File: config.mk
export PLATFORM = sky130hd
export DESIGN_NAME = countdown_ctrl
export DESIGN_NICKNAME = d
export VERILOG_FILES = /design/src/rtl/countdown_ctrl.sv
export SDC_FILE = /design/constraint.sdc
export NUM_CORES = 1
export LEC_CHECK = 0
export BUFFER_PORTS_ARGS = -buffer_cell sky130_fd_sc_hd__buf_2
export CORE_MARGIN = 3
export CORE_UTILIZATION = 63
export DETAILED_ROUTE_END_ITERATION = 7
export HOLD_SLACK_MARGIN = 0.03
export PLACE_DENSITY_LB_ADDON = 0.08
export SYNTH_ARGS = -nofsm -noshare
export SYNTH_HDL_FRONTEND = slang
export SYNTH_SLANG_ARGS = --single-unit
File: constraint.sdc
create_clock -name CLK -period 4.15 [get_ports CLK]
set_input_delay 0.83 -clock CLK [delete_from_list [all_inputs] [get_ports CLK]]
set_output_delay 0.83 -clock CLK [all_outputs]
set_load 0.01 [all_outputs]
File: src/rtl/countdown_ctrl.sv
// Countdown timer sequencer: holds the BCD MM:SS preset and running time, paces seconds
// from the 1 ms CE tick, interprets button pulses and drives display digits/enables/alarm.
module countdown_ctrl #(
  parameter int unsigned TICKS_PER_SEC = 1000,
  parameter int unsigned BLINK_TICKS   = 500,
  parameter int unsigned ALARM_SECS    = 10
) (
  input  logic        CLK,
  input  logic        CLR,
  input  logic        CE,
  input  logic        BTN_START,
  input  logic        BTN_STOP,
  input  logic        BTN_UP,
  input  logic        BTN_DOWN,
  output logic [15:0] DIGITS,
  output logic [7:0]  E_MASK,
  output logic        ALARM,
  output logic [2:0]  STATE
);

  typedef enum logic [2:0] {
    S_IDLE  = 3'd0,
    S_RUN   = 3'd1,
    S_PAUSE = 3'd2,
    S_DONE  = 3'd3
  } state_t;

  localparam logic [15:0] PRESC_LAST = 16'(TICKS_PER_SEC - 1);
  localparam logic [15:0] BLINK_LAST = 16'(BLINK_TICKS - 1);
  localparam logic [7:0]  ALARM_LAST = 8'(ALARM_SECS - 1);

  state_t      state_q, state_d;
  logic [15:0] preset_q, preset_d;
  logic [15:0] time_q, time_d;
  logic [15:0] presc_q, presc_d;
  logic [15:0] blink_cnt_q, blink_cnt_d;
  logic        phase_q, phase_d;
  logic [7:0]  asec_q, asec_d;
  logic [15:0] digits_q, digits_d;
  logic [7:0]  emask_q, emask_d;
  logic        alarm_q, alarm_d;
  logic        sec_tick;

  // Add one second to a BCD MM:SS word; 99:59 wraps to 00:00.
  function automatic logic [15:0] bcd_inc(input logic [15:0] v);
    logic [3:0] m10, m1, s10, s1;
    {m10, m1, s10, s1} = v;
    if (s1 != 4'd9) s1 = s1 + 4'd1;
    else begin
      s1 = 4'd0;
      if (s10 != 4'd5) s10 = s10 + 4'd1;
      else begin
        s10 = 4'd0;
        if (m1 != 4'd9) m1 = m1 + 4'd1;
        else begin
          m1  = 4'd0;
          m10 = (m10 != 4'd9) ? m10 + 4'd1 : 4'd0;
        end
      end
    end
    return {m10, m1, s10, s1};
  endfunction

  // Subtract one second from a BCD MM:SS word; 00:00 wraps to 99:59.
  function automatic logic [15:0] bcd_dec(input logic [15:0] v);
    logic [3:0] m10, m1, s10, s1;
    {m10, m1, s10, s1} = v;
    if (s1 != 4'd0) s1 = s1 - 4'd1;
    else begin
      s1 = 4'd9;
      if (s10 != 4'd0) s10 = s10 - 4'd1;
      else begin
        s10 = 4'd5;
        if (m1 != 4'd0) m1 = m1 - 4'd1;
        else begin
          m1  = 4'd9;
          m10 = (m10 != 4'd0) ? m10 - 4'd1 : 4'd9;
        end
      end
    end
    return {m10, m1, s10, s1};
  endfunction

  assign sec_tick = CE && (presc_q == PRESC_LAST);

  always_comb begin
    state_d     = state_q;
    preset_d    = preset_q;
    time_d      = time_q;
    presc_d     = presc_q;
    blink_cnt_d = blink_cnt_q;
    phase_d     = phase_q;
    asec_d      = asec_q;

    // Buttons take priority over CE in every state; a tick coinciding with an acting button is dropped.
    case (state_q)
      S_IDLE: begin
        if (!BTN_STOP) begin
          if (BTN_START) begin
            if (preset_q != 16'h0000) begin
              state_d = S_RUN;
              time_d  = preset_q;
              presc_d = 16'd0;
            end
          end else if (BTN_UP) begin
            preset_d = bcd_inc(preset_q);
            time_d   = preset_d;
          end else if (BTN_DOWN) begin
            preset_d = bcd_dec(preset_q);
            time_d   = preset_d;
          end
        end
      end
      S_RUN: begin
        if (BTN_STOP) begin
          state_d = S_IDLE;
          time_d  = preset_q;
        end else if (BTN_START) begin
          state_d     = S_PAUSE;
          phase_d     = 1'b1;
          blink_cnt_d = 16'd0;
        end else if (sec_tick) begin
          presc_d = 16'd0;
          time_d  = bcd_dec(time_q);
          if (time_d == 16'h0000) begin
            state_d     = S_DONE;
            asec_d      = 8'd0;
            phase_d     = 1'b1;
            blink_cnt_d = 16'd0;
          end
        end else if (CE) begin
          presc_d = presc_q + 16'd1;
        end
      end
      S_PAUSE: begin
        if (BTN_STOP) begin
          state_d = S_IDLE;
          time_d  = preset_q;
        end else if (BTN_START) begin
          state_d = S_RUN;
        end
      end
      S_DONE: begin
        if (BTN_STOP || BTN_START) begin
          state_d = S_IDLE;
          time_d  = preset_q;
        end else if (sec_tick) begin
          presc_d = 16'd0;
          if (asec_q == ALARM_LAST) begin
            state_d = S_IDLE;
            time_d  = preset_q;
          end else begin
            asec_d = asec_q + 8'd1;
          end
        end else if (CE) begin
          presc_d = presc_q + 16'd1;
        end
      end
      default: begin
        state_d = S_IDLE;
        time_d  = preset_q;
      end
    endcase

    if (CE && (state_d == state_q) && (state_q == S_PAUSE || state_q == S_DONE)) begin
      if (blink_cnt_q == BLINK_LAST) begin
        blink_cnt_d = 16'd0;
        phase_d     = ~phase_q;
      end else begin
        blink_cnt_d = blink_cnt_q + 16'd1;
      end
    end

    digits_d = (state_d == S_IDLE) ? preset_d : time_d;
    emask_d  = 8'h0F;
    if ((state_d == S_PAUSE || state_d == S_DONE) && !phase_d) emask_d = 8'h00;
    alarm_d  = (state_d == S_DONE);
  end

  always_ff @(posedge CLK or negedge CLR) begin
    if (!CLR) begin
      state_q     <= S_IDLE;
      preset_q    <= 16'h0000;
      time_q      <= 16'h0000;
      presc_q     <= 16'd0;
      blink_cnt_q <= 16'd0;
      phase_q     <= 1'b1;
      asec_q      <= 8'd0;
      digits_q    <= 16'h0000;
      emask_q     <= 8'h0F;
      alarm_q     <= 1'b0;
    end else begin
      state_q     <= state_d;
      preset_q    <= preset_d;
      time_q      <= time_d;
      presc_q     <= presc_d;
      blink_cnt_q <= blink_cnt_d;
      phase_q     <= phase_d;
      asec_q      <= asec_d;
      digits_q    <= digits_d;
      emask_q     <= emask_d;
      alarm_q     <= alarm_d;
    end
  end

  assign DIGITS = digits_q;
  assign E_MASK = emask_q;
  assign ALARM  = alarm_q;
  assign STATE  = state_q;

endmodule

* Word-level counts from Yosys, hierarchy flattened *
Cells that the tools add are included.

operators by class
  add/subtract/negate cells = 15
  multiplexer cells = 110
  equality and inequality tests = 24
  reduce and logical (&&, ||, !) cells = 28
  bitwise operators = 1

operators by type and width
  kind                                                                count
  16-bit 2-to-1 mux                                                   33
  4-bit 2-to-1 mux                                                    47
  16-bit one-hot mux with 4 select lines                              1
  8-bit 2-to-1 mux                                                    7
  16-bit one-hot mux with 3 select lines                              1
  3-bit 2-to-1 mux                                                    12
  16-bit by 1-bit adder with 16-bit output, second input constant     2
  4-bit nonzero test                                                  8
  4-bit by 1-bit subtractor with 4-bit output, second input constant  8
  2-bit != test, second input constant                                10
  4-bit by 1-bit adder with 4-bit output, second input constant       4
  16-bit by 10-bit == test with 1-bit output, second input constant   1
  16-bit by 9-bit == test with 1-bit output, second input constant    1
  16-bit logical NOT                                                  1
  8-bit one-hot mux with 2 select lines                               1
  16-bit nonzero test                                                 1
  3-bit by 2-bit == test with 1-bit output, second input constant     4
  4-bit != test, second input constant                                3
  3-bit one-hot mux with 4 select lines                               1
  3-bit nonzero test                                                  3
  8-bit by 1-bit adder with 8-bit output, second input constant       1
  8-bit by 4-bit == test with 1-bit output, second input constant     1
  8-bit AND reduction                                                 1
  1-bit 2-to-1 mux                                                    7
  other kinds (12)                                                    19

word-level totals
  register bits after elaboration = 101
  bits of input ports = 7
  word-level logic and storage cells = 188
  output and inout port bits = 28

* Longest topological paths before layout *
  depth after elaboration = 22
  mapped depth = 12
  mapped depth without buffers = 9

* Worst setup path after synthesis *
Ideal clock, no wire load.

  path kind = reg2reg
  from = register preset_q[1]
  to = register digits_q[10], in the netlist DIGITS[10]
  required time = 4.025 ns
  arrival = 3.101 ns
  clock period less this slack = 3.226 ns
  buffers on the path = 3
  library setup time = 0.125 ns
  cell stages (with the launch flop) = 12
  setup slack = 0.924 ns
  cells stage by stage = dfrtp_1 > clkbuf_1 > inv_1 > ha_1 > or4b_1 > buf_2 > nor4_4 > a21oi_1 > or3_1 > nor2_4 > buf_4 > mux2_2

between the ends
  elaborated cells on any way between the ends = 22

RTL lines
  item                                   line  text
  start, declared                        33    logic [15:0] preset_q, preset_d;
  start signal, assigned                 194   preset_q <= preset_d;
  16-bit nonzero test                    100   if (preset_q != 16'h0000) begin
  3-bit 2-to-1 mux                       100
  3-bit 2-to-1 mux                       99    if (BTN_START) begin
  3-bit 2-to-1 mux                       98    if (!BTN_STOP) begin
  3-bit one-hot mux with 4 select lines  96    case (state_q)
  net state_d[0]                         32    state_t state_q, state_d;
  3-bit logical NOT                      174   digits_d = (state_d == S_IDLE) ? preset_d : time_d;
  16-bit 2-to-1 mux                      174
  net digits_d[10]                       39    logic [15:0] digits_q, digits_d;
  end signal, assigned                   200   digits_q <= digits_d;
  end, declared                          39

The timed path passes the listed nets, and every way through them passes these cells.
A chain may end at the register's enable or synchronous reset.

* Worst setup path in the final report *
  from = register preset_q[1]
  to = register digits_q[1], in the netlist DIGITS[1]

between the ends
  word-level cells in the longest chain between the ends = 8
  elaborated cells on any way between the ends = 29

RTL lines
  item                                                                               line  text
  4-bit by 1-bit subtractor with 4-bit output or 4-bit nonzero test (tied branches)  68    if (s1 != 4'd0) s1 = s1 - 4'd1;
  4-bit 2-to-1 mux                                                                   68
  16-bit 2-to-1 mux                                                                  108   end else if (BTN_DOWN) begin
  16-bit 2-to-1 mux                                                                  105   end else if (BTN_UP) begin
  16-bit 2-to-1 mux                                                                  99
  16-bit 2-to-1 mux                                                                  98
  16-bit one-hot mux with 4 select lines (*)                                         96
  net time_d[1]                                                                      34    logic [15:0] time_q, time_d;
  16-bit 2-to-1 mux (*)                                                              174
  net digits_d[1]                                                                    39

Mark *: on every way through the listed nets, which the timed path passes. The rest lies on a longest branch.

==> flow_summary.toml <==
[synth]
yosysTopAreaCellShare = 0.334
yosysWarnings = 0
ys_ff_latch = 94
synth_edf_count = 0
ys.flop_type = "dfrtp_1"
synth_compound_area_frac = 0.241
syn-mean-instance-area_um2 = 8.11
synth-xor-area-share = 0.0280
synth_top_family_by_area = "simple AND/OR/NAND/NOR gates"
synthCells = 850
synth.distinct_cells = 80
synth_area_leaders = "dfrtp_1 (33%), o21ai_0 (7.0%), nand2_1 (3.9%), nor2_1 (3.7%), clkbuf_1 (3.1%)"
synth_common_cells = "o21ai_0 (97), dfrtp_1 (92), nand2_1 (72), nor2_1 (68), clkbuf_1 (57)"
yosysMostFrequentCell = "o21ai_0"
seq_area_frac_synth = 0.342
synthAdderAreaFrac = 0.0127
synth.mux.area_fraction = 0.0418
synthSimpleGateAreaFrac = 0.272
synth_largest_area_cell = "dfrtp_1"
syn_area_um2 = 6890
ys_async_sr_fraction = 1.00

[detailed_routing]
vias = 6974
remaining_drc_errors = 0
routed_wirelength_mm = 20.8
drtAntennaViolNets = 0
via_per_inst = 7.09
initialDrtViolationCount = 1036
drt-pass1-iter-count = 8
wl_per_cell_um = 21.1

[sta]
maxSlewViolCount = 0
finalCritPeriodShare = 0.882
worst_slew_pin_slew_ps = 1080
finClkSkew_ps = 9.75
setup_viol_count_final = 0
hold_violations = 0
max-slew-margin-rel = 0.274
rsz0062_at_grt = "no"
timing.hold.ws_ps = 486
fmax_ghz = 0.273
layout_min_cycle_time_ps = 3660
fin_tns_setup_ps = 0

[clock_network]
clockBufferDepth = 2
cts-resized-gates = 0
hold_buffers = 0
cts_tree = "built"
clkTransAtPathRegs_ps = 110
cts_root_buf = "clkbuf_8"
numClockSinks = 94
clk_latency_ps = 380
cts_buffers = 9
cts.htree.levels = 3
cts_setup_buffers = 0

[final_layout]
post-route-util = 0.696
drive_gt1_frac = 0.128
final_area_um2 = 7280
synthToLayoutAreaGrowth_pct = 5.63
antenna_cells = 0
fin_nets = 856
layout.cells.non_filler = 983

[floorplanning]
fp.coreArea_um2 = 10500
rows = 37
die-area_um2 = 12200
dieWidth_um = 111
initial_core_util = 0.659
die_h_um = 111
io_pins = 35

[global_routing]
grt_pass1_vias = 6678
grt_max_degree = 84
grt_overflow = 0
antenna_found_initial = 0
grt_pass1_wl_mm = 34.3
track_usage = 0.339

[placed_design]
gp_congestion = 0.951
dp.cells = 967
dpl_cell_area_um2 = 7060
port_buffers = 30
dpl.hpwl_mm = 14.3

[worst_setup_path]
cp_max_fo = 11
setup.worst_path.end_class = "register"
required_ps = 4430
crit_type = "register to register"
cp.arrival_ps = 3940
start_kind = "register"

[power_and_ir_drop]
pwr-share-clk = 0.212
combPwrFrac = 0.334
p_leak_nw = 3.06
p_int_mw = 1.83
p_sw_mw = 1.32
switching_share = 0.418
power_density_nw_per_um2 = 432
irDropWorstVdd_uv = 313
seqPwrFrac = 0.454

[min_path]
hold_class = "register to register"

[run_status]
status = "completed"

[flow_run]
maxCapViolCount = 0
==> metrics by stage <==
| step | total power [mW] | setup slack, ps |
|---|---|---|
| after floorplan | 2.13 | 924 |
| after global placement | 2.41 | 515 |
| final | 3.15 | 489 |
| after CTS | 3.11 | 568 |
| after global routing | 3.32 | 324 |
| after detailed placement | 2.44 | 485 |
==> flip-flops by register name, summed over array words and instances, names as in the netlist <==
name,count
asec_q,8
STATE,3
time_q,16
preset_q,16
blink_cnt_q,16
ALARM,1
E_MASK,1
phase_q,1
presc_q,16
DIGITS,16
==> cell usage in the layout, fill, tap and decap left out, types with 6 or more instances in the layout <==
cell	Yosys	final
clkbuf_8	0	9
or4_1	11	11
nand2_1	72	72
nand3_1	32	32
ha_1	7	7
dfrtp_1	92	92
buf_2	4	29
a21oi_1	37	37
nor4_1	13	12
a31oi_1	17	17
buf_4	8	24
xnor2_1	12	12
a311oi_1	6	6
inv_1	20	20
nor2_1	68	68
a21o_1	9	9
nor2b_1	10	10
nand4b_1	8	8
and3_1	23	23
o211ai_1	7	7
mux2_2	14	14
a211oi_1	9	9
o31ai_1	9	9
nand2b_1	10	10
o21ai_0	97	96
nor3_1	23	23
a22o_1	8	8
mux2i_1	13	13
or3_1	13	13
xor2_1	10	10
nand4_1	19	19
nand3b_1	6	6
==> worst max-delay path, cell delays in order (launching register included) <==
cell and delay (ps):
dfrtp_1 500, inv_1 150, ha_1 260, or4b_1 720, or4_4 680, nor4_4 250, mux2i_1 230, a2111oi_0 100
or3_1 400, mux2_2 280
==> power by group through the flow <==
| stage | Combinational [mW] | Clock (mW) | Sequential [mW] |
|---|---|---|---|
| floorplan | 0.892 | 0 | 1.24 |
| global placement | 0.993 | 0 | 1.41 |
| detailed placement | 1.02 | 0 | 1.42 |
| CTS | 1.03 | 0.680 | 1.41 |
| global route | 1.15 | 0.719 | 1.45 |
| finish | 1.05 | 0.667 | 1.43 |
==> cell type report <==
class | instances | area, µm²
Timing Repair Buffer | 53 | 325
Inverter | 23 | 86.3
Multi-Input combinational cell | 661 | 4130
Tap cell | 136 | 170
Fill cell | 880 | 3180
Sequential cell | 94 | 2350
Clock inverter | 7 | 90.1
Clock buffer | 9 | 124
==> cell families (layout without fill, tap and decap cells) <==
logic type               after synthesis  after routing
AND/OR/NAND/NOR                      343            343
AO/OA/AOI/OAI                        257            257
other                                  1              5
XOR/XNOR                              22             22
buffers and inverters                 99             92
adder cells (fa/ha/maj)                7              7
flip-flops                            94             94
multiplexers                          27             27
==> worst paths after layout <==
check / from / end / slack, ps / depth (start not counted)
max in group asynchronous: CLR / DIGITS[11] / 2720 / 2
min: asec_q[7] / asec_q[7] / 490 / 1
max: preset_q[1] / DIGITS[1] / 490 / 9
max reg2reg: preset_q[1] / DIGITS[1] / 490 / 9
min in group asynchronous: CLR / blink_cnt_q[1] / 610 / 1
min reg2reg: asec_q[7] / asec_q[7] / 490 / 1
==> layer usage <==
| layer | up-vias | track usage | share of wire |
|---|---|---|---|
| li1 | 3125 | - | - |
| met1 | 3297 | 0.454 | 0.39 |
| met2 | 448 | 0.534 | 0.46 |
| met3 | 104 | 0.0482 | 0.096 |
| met4 | 0 | 0.178 | 0.050 |
| met5 | - | 0 | 0 |
Note: power is estimated with default switching activity, not from simulation.
